`config.mk`:
```
export PLATFORM = sky130hd
export DESIGN_NAME = icetap_capture_ctrl
export DESIGN_NICKNAME = d
export VERILOG_FILES = /design/src/rtl/icetap_pkg.sv /design/src/rtl/icetap_match.sv /design/src/rtl/icetap_capture_ctrl.sv
export SDC_FILE = /design/constraint.sdc
export NUM_CORES = 1
export LEC_CHECK = 0
export BUFFER_PORTS_ARGS = -buffer_cell sky130_fd_sc_hd__buf_2
export CORE_ASPECT_RATIO = 0.8
export CORE_MARGIN = 2
export CORE_UTILIZATION = 47
export DETAILED_ROUTE_END_ITERATION = 6
export HOLD_SLACK_MARGIN = 0.02
export PLACE_DENSITY = 0.84
export SLEW_MARGIN = 10
export SYNTH_ARGS = -nofsm -noshare
export SYNTH_HDL_FRONTEND = slang
export SYNTH_HIERARCHICAL = 1
export SYNTH_SLANG_ARGS = --single-unit
export TNS_END_PERCENT = 20
```
`constraint.sdc`:
```
create_clock -name scan_clk -period 2.1 [get_ports scan_clk]
set_clock_uncertainty 0.1 [all_clocks]
set_input_delay 0.105 -clock scan_clk [delete_from_list [all_inputs] [get_ports scan_clk]]
set_output_delay 0.105 -clock scan_clk [all_outputs]
set_load 0.01 [all_outputs]
```
`src/rtl/icetap_pkg.sv`:
```
// rtl/icetap_pkg.sv - shared state encodings and status layout for the icetap capture path
package icetap_pkg;

   typedef enum logic [1:0] {
      ST_IDLE      = 2'd0,
      ST_ARMED     = 2'd1,
      ST_TRIGGERED = 2'd2,
      ST_DONE      = 2'd3
   } state_e;

   // Status byte returned by the SPI status read; trig_addr follows as separate bytes.
   typedef struct packed {
      logic [3:0] rsvd;
      logic       done;
      logic       wrapped;
      state_e     state;
   } status_t;

   localparam int STATUS_W = $bits(status_t);

endpackage

```
`src/rtl/icetap_match.sv`:
```
// rtl/icetap_match.sv - sample/previous-sample registers and store/trigger condition decode
module icetap_match #(
   parameter int NR_SIGNALS = 8
) (
   input  logic                  clk_i,
   input  logic                  rst_i,
   input  logic [NR_SIGNALS-1:0] signals_i,
   input  logic                  first_i,
   input  logic                  store_always_i,
   input  logic                  trigger_always_i,
   input  logic [NR_SIGNALS-1:0] store_mask_i,
   input  logic [NR_SIGNALS-1:0] trigger_mask_i,
   input  logic [NR_SIGNALS-1:0] trigger_value_i,
   output logic [NR_SIGNALS-1:0] sample_o,
   output logic                  store_cond_o,
   output logic                  trig_cond_o
);

   logic [NR_SIGNALS-1:0] s_q;
   logic [NR_SIGNALS-1:0] p_q;

   always_ff @(posedge clk_i or posedge rst_i) begin
      if (rst_i) begin
         s_q <= '0;
         p_q <= '0;
      end else begin
         s_q <= signals_i;
         p_q <= s_q;
      end
   end

   assign sample_o     = s_q;
   assign store_cond_o = store_always_i | first_i | (((s_q ^ p_q) & store_mask_i) != '0);
   assign trig_cond_o  = trigger_always_i |
                         ((s_q & trigger_mask_i) == (trigger_value_i & trigger_mask_i));

endmodule

```
`src/rtl/icetap_capture_ctrl.sv`:
```
// rtl/icetap_capture_ctrl.sv - capture sequencer: circular pre-trigger buffer, post-trigger count, freeze
module icetap_capture_ctrl
   import icetap_pkg::*;
#(
   parameter int NR_SIGNALS = 8,
   parameter int ADDR_BITS  = 8
) (
   input  logic                  scan_clk,
   input  logic                  scan_reset,
   input  logic [NR_SIGNALS-1:0] signals_in,
   input  logic                  cmd_start,
   input  logic                  cmd_abort,
   input  logic                  store_always,
   input  logic                  trigger_always,
   input  logic [NR_SIGNALS-1:0] store_mask,
   input  logic [NR_SIGNALS-1:0] trigger_mask,
   input  logic [NR_SIGNALS-1:0] trigger_value,
   input  logic [ADDR_BITS:0]    post_count,
   output logic                  mem_wr,
   output logic [ADDR_BITS-1:0]  mem_addr,
   output logic [NR_SIGNALS-1:0] mem_wdata,
   output logic [1:0]            state,
   output logic [ADDR_BITS-1:0]  trig_addr,
   output logic                  wrapped,
   output logic                  done
);

   localparam int DEPTH = 2 ** ADDR_BITS;
   // Clamp keeps the post-trigger run from wrapping onto the trigger sample.
   localparam logic [ADDR_BITS:0] MAX_REMAIN = (ADDR_BITS + 1)'(DEPTH - 1);

   state_e                state_q;
   logic [ADDR_BITS-1:0]  wr_ptr_q;
   logic [ADDR_BITS-1:0]  trig_addr_q;
   logic [ADDR_BITS-1:0]  mem_addr_q;
   logic [NR_SIGNALS-1:0] mem_wdata_q;
   logic [ADDR_BITS:0]    remain_q;
   logic                  first_q;
   logic                  wrapped_q;
   logic                  done_q;
   logic                  mem_wr_q;

   logic [NR_SIGNALS-1:0] sample;
   logic                  store_cond;
   logic                  trig_cond;
   logic                  store_d;
   logic [ADDR_BITS:0]    remain_d;

   icetap_match #(
      .NR_SIGNALS (NR_SIGNALS)
   ) u_match (
      .clk_i            (scan_clk),
      .rst_i            (scan_reset),
      .signals_i        (signals_in),
      .first_i          (first_q),
      .store_always_i   (store_always),
      .trigger_always_i (trigger_always),
      .store_mask_i     (store_mask),
      .trigger_mask_i   (trigger_mask),
      .trigger_value_i  (trigger_value),
      .sample_o         (sample),
      .store_cond_o     (store_cond),
      .trig_cond_o      (trig_cond)
   );

   always_comb begin
      store_d  = 1'b0;
      remain_d = (post_count > MAX_REMAIN) ? MAX_REMAIN : post_count;
      if (!cmd_abort) begin
         case (state_q)
            ST_ARMED:     store_d = trig_cond | store_cond;
            ST_TRIGGERED: store_d = store_cond;
            default:      store_d = 1'b0;
         endcase
      end
   end

   always_ff @(posedge scan_clk or posedge scan_reset) begin
      if (scan_reset) begin
         state_q     <= ST_IDLE;
         wr_ptr_q    <= '0;
         trig_addr_q <= '0;
         mem_addr_q  <= '0;
         mem_wdata_q <= '0;
         remain_q    <= '0;
         first_q     <= 1'b0;
         wrapped_q   <= 1'b0;
         done_q      <= 1'b0;
         mem_wr_q    <= 1'b0;
      end else begin
         mem_wr_q <= store_d;
         if (store_d) begin
            mem_addr_q  <= wr_ptr_q;
            mem_wdata_q <= sample;
            wr_ptr_q    <= wr_ptr_q + ADDR_BITS'(1);
            first_q     <= 1'b0;
            if (wr_ptr_q == '1) begin
               wrapped_q <= 1'b1;
            end
         end

         if (cmd_abort) begin
            state_q <= ST_IDLE;
            done_q  <= 1'b0;
         end else begin
            case (state_q)
               ST_IDLE, ST_DONE: begin
                  if (cmd_start) begin
                     state_q   <= ST_ARMED;
                     wr_ptr_q  <= '0;
                     wrapped_q <= 1'b0;
                     first_q   <= 1'b1;
                     done_q    <= 1'b0;
                  end
               end
               ST_ARMED: begin
                  if (trig_cond) begin
                     trig_addr_q <= wr_ptr_q;
                     remain_q    <= remain_d;
                     if (remain_d == '0) begin
                        state_q <= ST_DONE;
                        done_q  <= 1'b1;
                     end else begin
                        state_q <= ST_TRIGGERED;
                     end
                  end
               end
               ST_TRIGGERED: begin
                  if (store_cond) begin
                     remain_q <= remain_q - (ADDR_BITS + 1)'(1);
                     if (remain_q == (ADDR_BITS + 1)'(1)) begin
                        state_q <= ST_DONE;
                        done_q  <= 1'b1;
                     end
                  end
               end
               default: state_q <= ST_IDLE;
            endcase
         end
      end
   end

   assign mem_wr    = mem_wr_q;
   assign mem_addr  = mem_addr_q;
   assign mem_wdata = mem_wdata_q;
   assign state     = state_q;
   assign trig_addr = trig_addr_q;
   assign wrapped   = wrapped_q;
   assign done      = done_q;

endmodule

```
After elaboration in Yosys (flattened, before gate mapping)
Cells that the tools add are included.
{"block": "word_totals", "input_bits": 47, "register_bits": 63}
{"block": "classes", "reduce_logical": 9, "n_eq_ne": 13, "mux": 33, "n_addsub": 2, "bitwise": 9, "magnitude_cmp": 1}
{"cell": "$mux 8", "count": 4}
{"cell": "$mux 9", "count": 3}
{"cell": "$and 8x8->8", "count": 3}
{"cell": "$pmux 9 s2", "count": 1}
{"cell": "$mux 1", "count": 17}
{"cell": "$ne 3x3->1 const B", "count": 5}
{"cell": "$mux 2", "count": 5}
{"cell": "$eq 9x1->1 const B", "count": 1}
{"cell": "$gt 9x8->1 const B", "count": 1}
{"cell": "$logic_not 9->1", "count": 1}
{"cell": "$sub 9x1->9 const B", "count": 1}
{"cell": "$add 8x1->8 const B", "count": 1}
{"cell": "$eq 8x8->1", "count": 1}
{"cell": "$eq 8x8->1 const B", "count": 1}
{"cell": "$reduce_and 4->1", "count": 2}
{"cell": "$reduce_bool 8->1", "count": 1}
{"cell": "$xor 8x8->8", "count": 1}
{"cell": "$pmux 2 s3", "count": 1}
{"cell": "$reduce_and 5->1", "count": 1}
{"cell": "$eq 2x2->1 const B", "count": 2}
{"cell": "$ne 2x2->1 const B", "count": 2}
{"cell": "$or 1x1->1", "count": 4}
{"cell": "$pmux 1 s3", "count": 1}
{"cell": "$reduce_and 3->1", "count": 1}
{"cell": "other kinds (6)", "count": 6}

Depth between registers and ports, before layout
{"block": "depth", "depth_word": 11, "ltp_mapped": 9}

Hierarchy
The synthesis kept the hierarchy.
{"module": "icetap_capture_ctrl", "area_per_inst_um2": 2275.9, "cells_per_inst": 204, "instances": 1, "seq_area_each_um2": 1176.1}
{"module": "icetap_match", "area_per_inst_um2": 630.6, "cells_per_inst": 43, "instances": 1, "seq_area_each_um2": 400.4}

Worst setup path after synthesis
No wires, ideal clock.
{"block": "synth_path", "kind": "reg-to-reg", "from": "register u_match.s_q[6] (netlist: u_match/sample_o[6])", "to": "register remain_q[2]", "setup_slack_ps": -196, "synth_period_minus_slack_ps": 2296, "path_stages_with_launch": 9, "path_buffers": 1, "t_arrival_ps": 2073, "cell_sequence": "dfrtp_1 xor2_1 a22oi_1 a41o_1 nor2b_4 or3_1 buf_2 or4_1 o221a_2"}
{"block": "synth_between", "elab_cells_between_ends": 10}
{"item": "start: declaration", "line_no": "icetap_match.sv:19", "source": "logic [NR_SIGNALS-1:0] s_q;"}
{"item": "start signal: assignment", "line_no": "icetap_match.sv:27", "source": "s_q <= signals_i;"}
{"item": "$and 8x8->8", "line_no": "icetap_match.sv:35", "source": "((s_q & trigger_mask_i) == (trigger_value_i & trigger_mask_i));"}
{"item": "$eq 8x8->1", "line_no": "icetap_match.sv:35"}
{"item": "$or 1x1->1", "line_no": "icetap_match.sv:34", "source": "assign trig_cond_o = trigger_always_i |"}
{"item": "named net trig_cond", "line_no": "icetap_capture_ctrl.sv:45", "source": "logic trig_cond;"}
{"item": "$ne 2x2->1 (no source line)"}
{"item": "$reduce_and 4->1 (no source line)"}
{"item": "end signal: assignment", "line_no": "icetap_capture_ctrl.sv:119", "source": "remain_q <= remain_d;"}
{"item": "end signal: assignment", "line_no": "icetap_capture_ctrl.sv:130", "source": "remain_q <= remain_q - (ADDR_BITS + 1)'(1);"}
{"item": "end: declaration", "line_no": "icetap_capture_ctrl.sv:37", "source": "logic [ADDR_BITS:0] remain_q;"}
The timed path passes the listed nets, and every way through them passes these cells.
A chain may end at the register's enable or synchronous reset.

Worst setup path after layout
{"block": "layout_path", "from": "register u_match.s_q[3] (netlist: u_match/sample_o[3])", "to": "register remain_q[2]"}
Same word-level chain as after synthesis.

==> flow_summary_export.csv <==
group,metric,value,unit
outcome,status,"complete, but fails checks",
outcome,violations,"negative setup slack",
timing,min_period,2.29,ns
logic_synthesis,synth_most_common_cell,"dfrtp_1",
power,ir_drop,579,uV
run,maxCapViolCount,0,
setup_path,critPathBufInv,2,
logic_synthesis,synth_edf_count,0,
global_routing,grt_antenna_before_repair,0,
logic_synthesis,ys_async_sr_fraction,100,%
timing,hold_viol,0,
setup_path,timing.rr.end,"remain_q[2]",
placement,dpl.hpwl,5.04,mm
floorplanning,die-width,91.9,microns
timing,setup_viol_count_final,42,
timing,drv_slew,0,
timing,worst_pin_slew,0.619,ns
clocking,cts_buffer_depth,2,
detailed_routing,finalWirelength,7.47,mm
detailed_routing,post_drt_wl_per_cell,16.5,microns
placement,portBuffers,75,
cells_and_area,n_antenna_cell,0,
setup_path,path_common_cell,"buf_4",
logic_synthesis,synthCells,247,
cells_and_area,nets,420,
logic_synthesis,ys_seq_area_share,54.2,%
floorplanning,core_region_area,5940,sq um
clocking,clock_latency,0.35,ns
logic_synthesis,synthTopCellsByArea,"dfrtp_1, mux2_2, xor2_1",
timing,period_share,109,%
setup_path,cp_cell_sequence,"xor2_1 -> a22oi_1 -> a41o_2 -> nor2b_4 -> buf_4 -> nor3_2 -> buf_4 -> a21oi_1 -> o221a_2",
clocking,cts.sinks,63,
cells_and_area,area_growth,38.3,%
global_routing,grt_util_all_layers,22.7,%
detailed_routing,drt-vias-per-instance,5.37,
global_routing,grt-ovfl-total,0,
setup_path,path_max_fanout,5,
timing,fmax,0.436,GHz
logic_synthesis,syn-cell-area,2910,sq um
logic_synthesis,netlist_top_cells_count,"dfrtp_1, mux2_2, nor2_1",
global_routing,grt_max_degree,21,
setup_path,required,2.23,ns
setup_path,start_kind,"flop",
clocking,cts_htree_levels,3,
setup_path,r2r_start,"u_match/sample_o[3]",
logic_synthesis,syn_area_per_cell,11.8,sq um
global_routing,grt_pass1_vias,2419,
detailed_routing,ant_nets,0,
logic_synthesis,ys_ff_latch,63,
timing,rsz0062_at_grt,"yes",
detailed_routing,wl_met2,3.81,mm
detailed_routing,vias,2437,
timing,fin_ws,-0.193,ns
logic_synthesis,yosysTopAreaCell,"dfrtp_1",
setup_path,r2r.worst_path.cells,9,
logic_synthesis,ys.flop_type,"dfrtp_1",
timing,slew_headroom,58.7,%
placement,placedCellCount,418,
clocking,clkTransAtPathRegs,0.07,ns
detailed_routing,highest_layer,"met4",
setup_path,critPathLaunch,"u_match/sample_o[3]",
setup_path,cp_slowest_cell,"dfrtp_1",
power,p_leak,1.93,nW
cells_and_area,drive_above_1_share,45.0,%
logic_synthesis,synth_top_cell_area_share,54.2,%
timing,setup_tns,-4.15,ns
detailed_routing,drc,0,
detailed_routing,dr_wl_met3,398,microns
setup_path,cp-endpoint,"remain_q[2]",
detailed_routing,drt-met1-wl,3.17,mm
floorplanning,fp-row-count,25,
cells_and_area,fin_cells,454,
detailed_routing,drtPass1Iterations,4,
setup_path,crit_family,"compound AO/OA/AOI/OAI gates",
clocking,cts_tree,"done",
floorplanning,dieHeight,74.3,microns
setup_path,cp.arrival,2.43,ns
setup_path,critical_path_depth,9,
placement,gp_congestion,0.881,
clocking,root_buffer,"clkbuf_8",
logic_synthesis,ys_warn_count,6,
floorplanning,start_util,48.9,%
detailed_routing,drt_iter0_markers,117,
logic_synthesis,synth_fp_nets,299,
setup_path,slowest_delay,0.43,ns
hold_path,worstHoldPathType,"in -> reg",
logic_synthesis,yosysUniqueCellTypes,47,
setup_path,reg2reg_slack,-0.19,ns
clocking,cts_buffers,9,
floorplanning,io_pins,76,
global_routing,grt_first_pass_wirelength,11.7,mm
setup_path,critical_path_class,"reg -> reg",
power,p_per_area,1090,nW/um^2
setup_path,end_kind,"flop",
floorplanning,die-area,6830,sq um
## sequential cells by signal, indices dropped and copies added (netlist names)
signal	count
done	1
first_q	1
mem_addr	8
mem_wdata	8
mem_wr	1
remain_q	9
state	2
trig_addr	8
u_match/p_q	8
u_match/sample_o	8
wr_ptr_q	8
wrapped	1
## layout make-up
type	instances	area, sq um
Clock buffer	13	179
Clock inverter	3	47.5
Fill cell	443	1920
Inverter	9	33.8
Multi-Input combinational cell	167	1330
Sequential cell	63	1580
Tap cell	81	101
Timing Repair Buffer	118	751
## cell families (layout without fill, tap and decap cells)
group / Yosys count / count (layout) / share of synthesized area [%]
AO/OA/AOI/OAI: 49 / 49 / 12.2
XOR/XNOR: 23 / 23 / 6.93
adder cells (fa/ha/maj): 5 / 5 / 2.15
buffers and inverters: 17 / 143 / 2.58
flip-flops: 63 / 63 / 54.2
multiplexers: 27 / 27 / 10.3
AND/OR/NAND/NOR: 63 / 63 / 11.5
## timing repair
| action | CTS | global route |
|---|---|---|
| setup endpoints to repair | 29 | 46 |
| gates cloned | 0 | 1 |
| hold endpoints to repair | 69 | 0 |
| hold buffers | 14 | 0 |
| resized for setup | 13 | 10 |
| pin swaps | 10 | 2 |
| setup buffers | 4 | 1 |
## tightest hold or removal path, cell delays in order
cell	delay, ns
buf_2	0.08
nor4_1	0.05
a211oi_2	0.19
## per-stage QoR
| step | cell area (sq um) | setup WS [ns] | hold slack (ns) | utilization, % | power, W |
|---|---|---|---|---|---|
| floorplan | 2930 | -0.127 | -0.0813 | - | 0.00254 |
| global route | 4020 | -0.241 | 0.0345 | 67.6 | 0.00464 |
| CTS | 3980 | -0.0938 | 0.0297 | 66.9 | 0.00431 |
| finish | 4020 | -0.193 | 0.0406 | 67.6 | 0.00439 |
| global placement | 3530 | -0.202 | -0.000865 | 59.5 | 0.00300 |
| detailed placement | 3530 | -0.190 | -0.000606 | 59.5 | 0.00306 |
## report_power, final
part	switching (W)	total, W	internal [W]
clock	0.000471	0.00116	0.000684
sequential	0.000213	0.00167	0.00146
combinational	0.000794	0.00156	0.000771
## layout by cell type (no fill, tap or decap), types with 3 or more instances in the layout
cell type      synthesis  final
xnor2_1                7      6
o21ai_0                8      4
dlygate4sd3_1          0     14
clkbuf_8               0     13
ha_1                   5      5
a211oi_1               7      6
a31oi_1                4      4
nand3b_1               3      3
or2_2                  3      3
nor3_1                 5      4
buf_2                  3     76
mux2_2                24     24
nor2_1                19     19
nand3_1                4      3
nand2_1                9      8
nor4_1                 3      3
xor2_1                16     15
nand2b_1               3      3
a22oi_1                4      4
a21oi_1                6      3
inv_1                  9      8
dfrtp_1               63     62
a21oi_2                0      3
o21ai_1                1      3
mux2i_1                3      3
buf_4                  2     25
## per-layer routing
layer / global-route usage, % / vias to the layer above
met3: 7.70 / 8
met5: 0 / -
li1: - / 1145
met2: 40.3 / 67
met1: 27.5 / 1217
met4: 4.64 / 0
## worst min path at each step
stage / slack [ns] / end / cells past startpoint / start
2_1_floorplan: -0.08 / u_match/p_q[0] / 1 / scan_reset
3_3_place_gp: -0.0009 / mem_wdata[2] / 2 / scan_reset
3_5_place_dp: -0.0006 / mem_wdata[1] / 2 / scan_reset
4_1_cts: 0.03 / remain_q[2] / 3 / post_count[2]
5_1_grt: 0.03 / remain_q[4] / 3 / post_count[4]
6_report: 0.04 / remain_q[4] / 3 / post_count[4]
(Power assumes the default switching activity.)
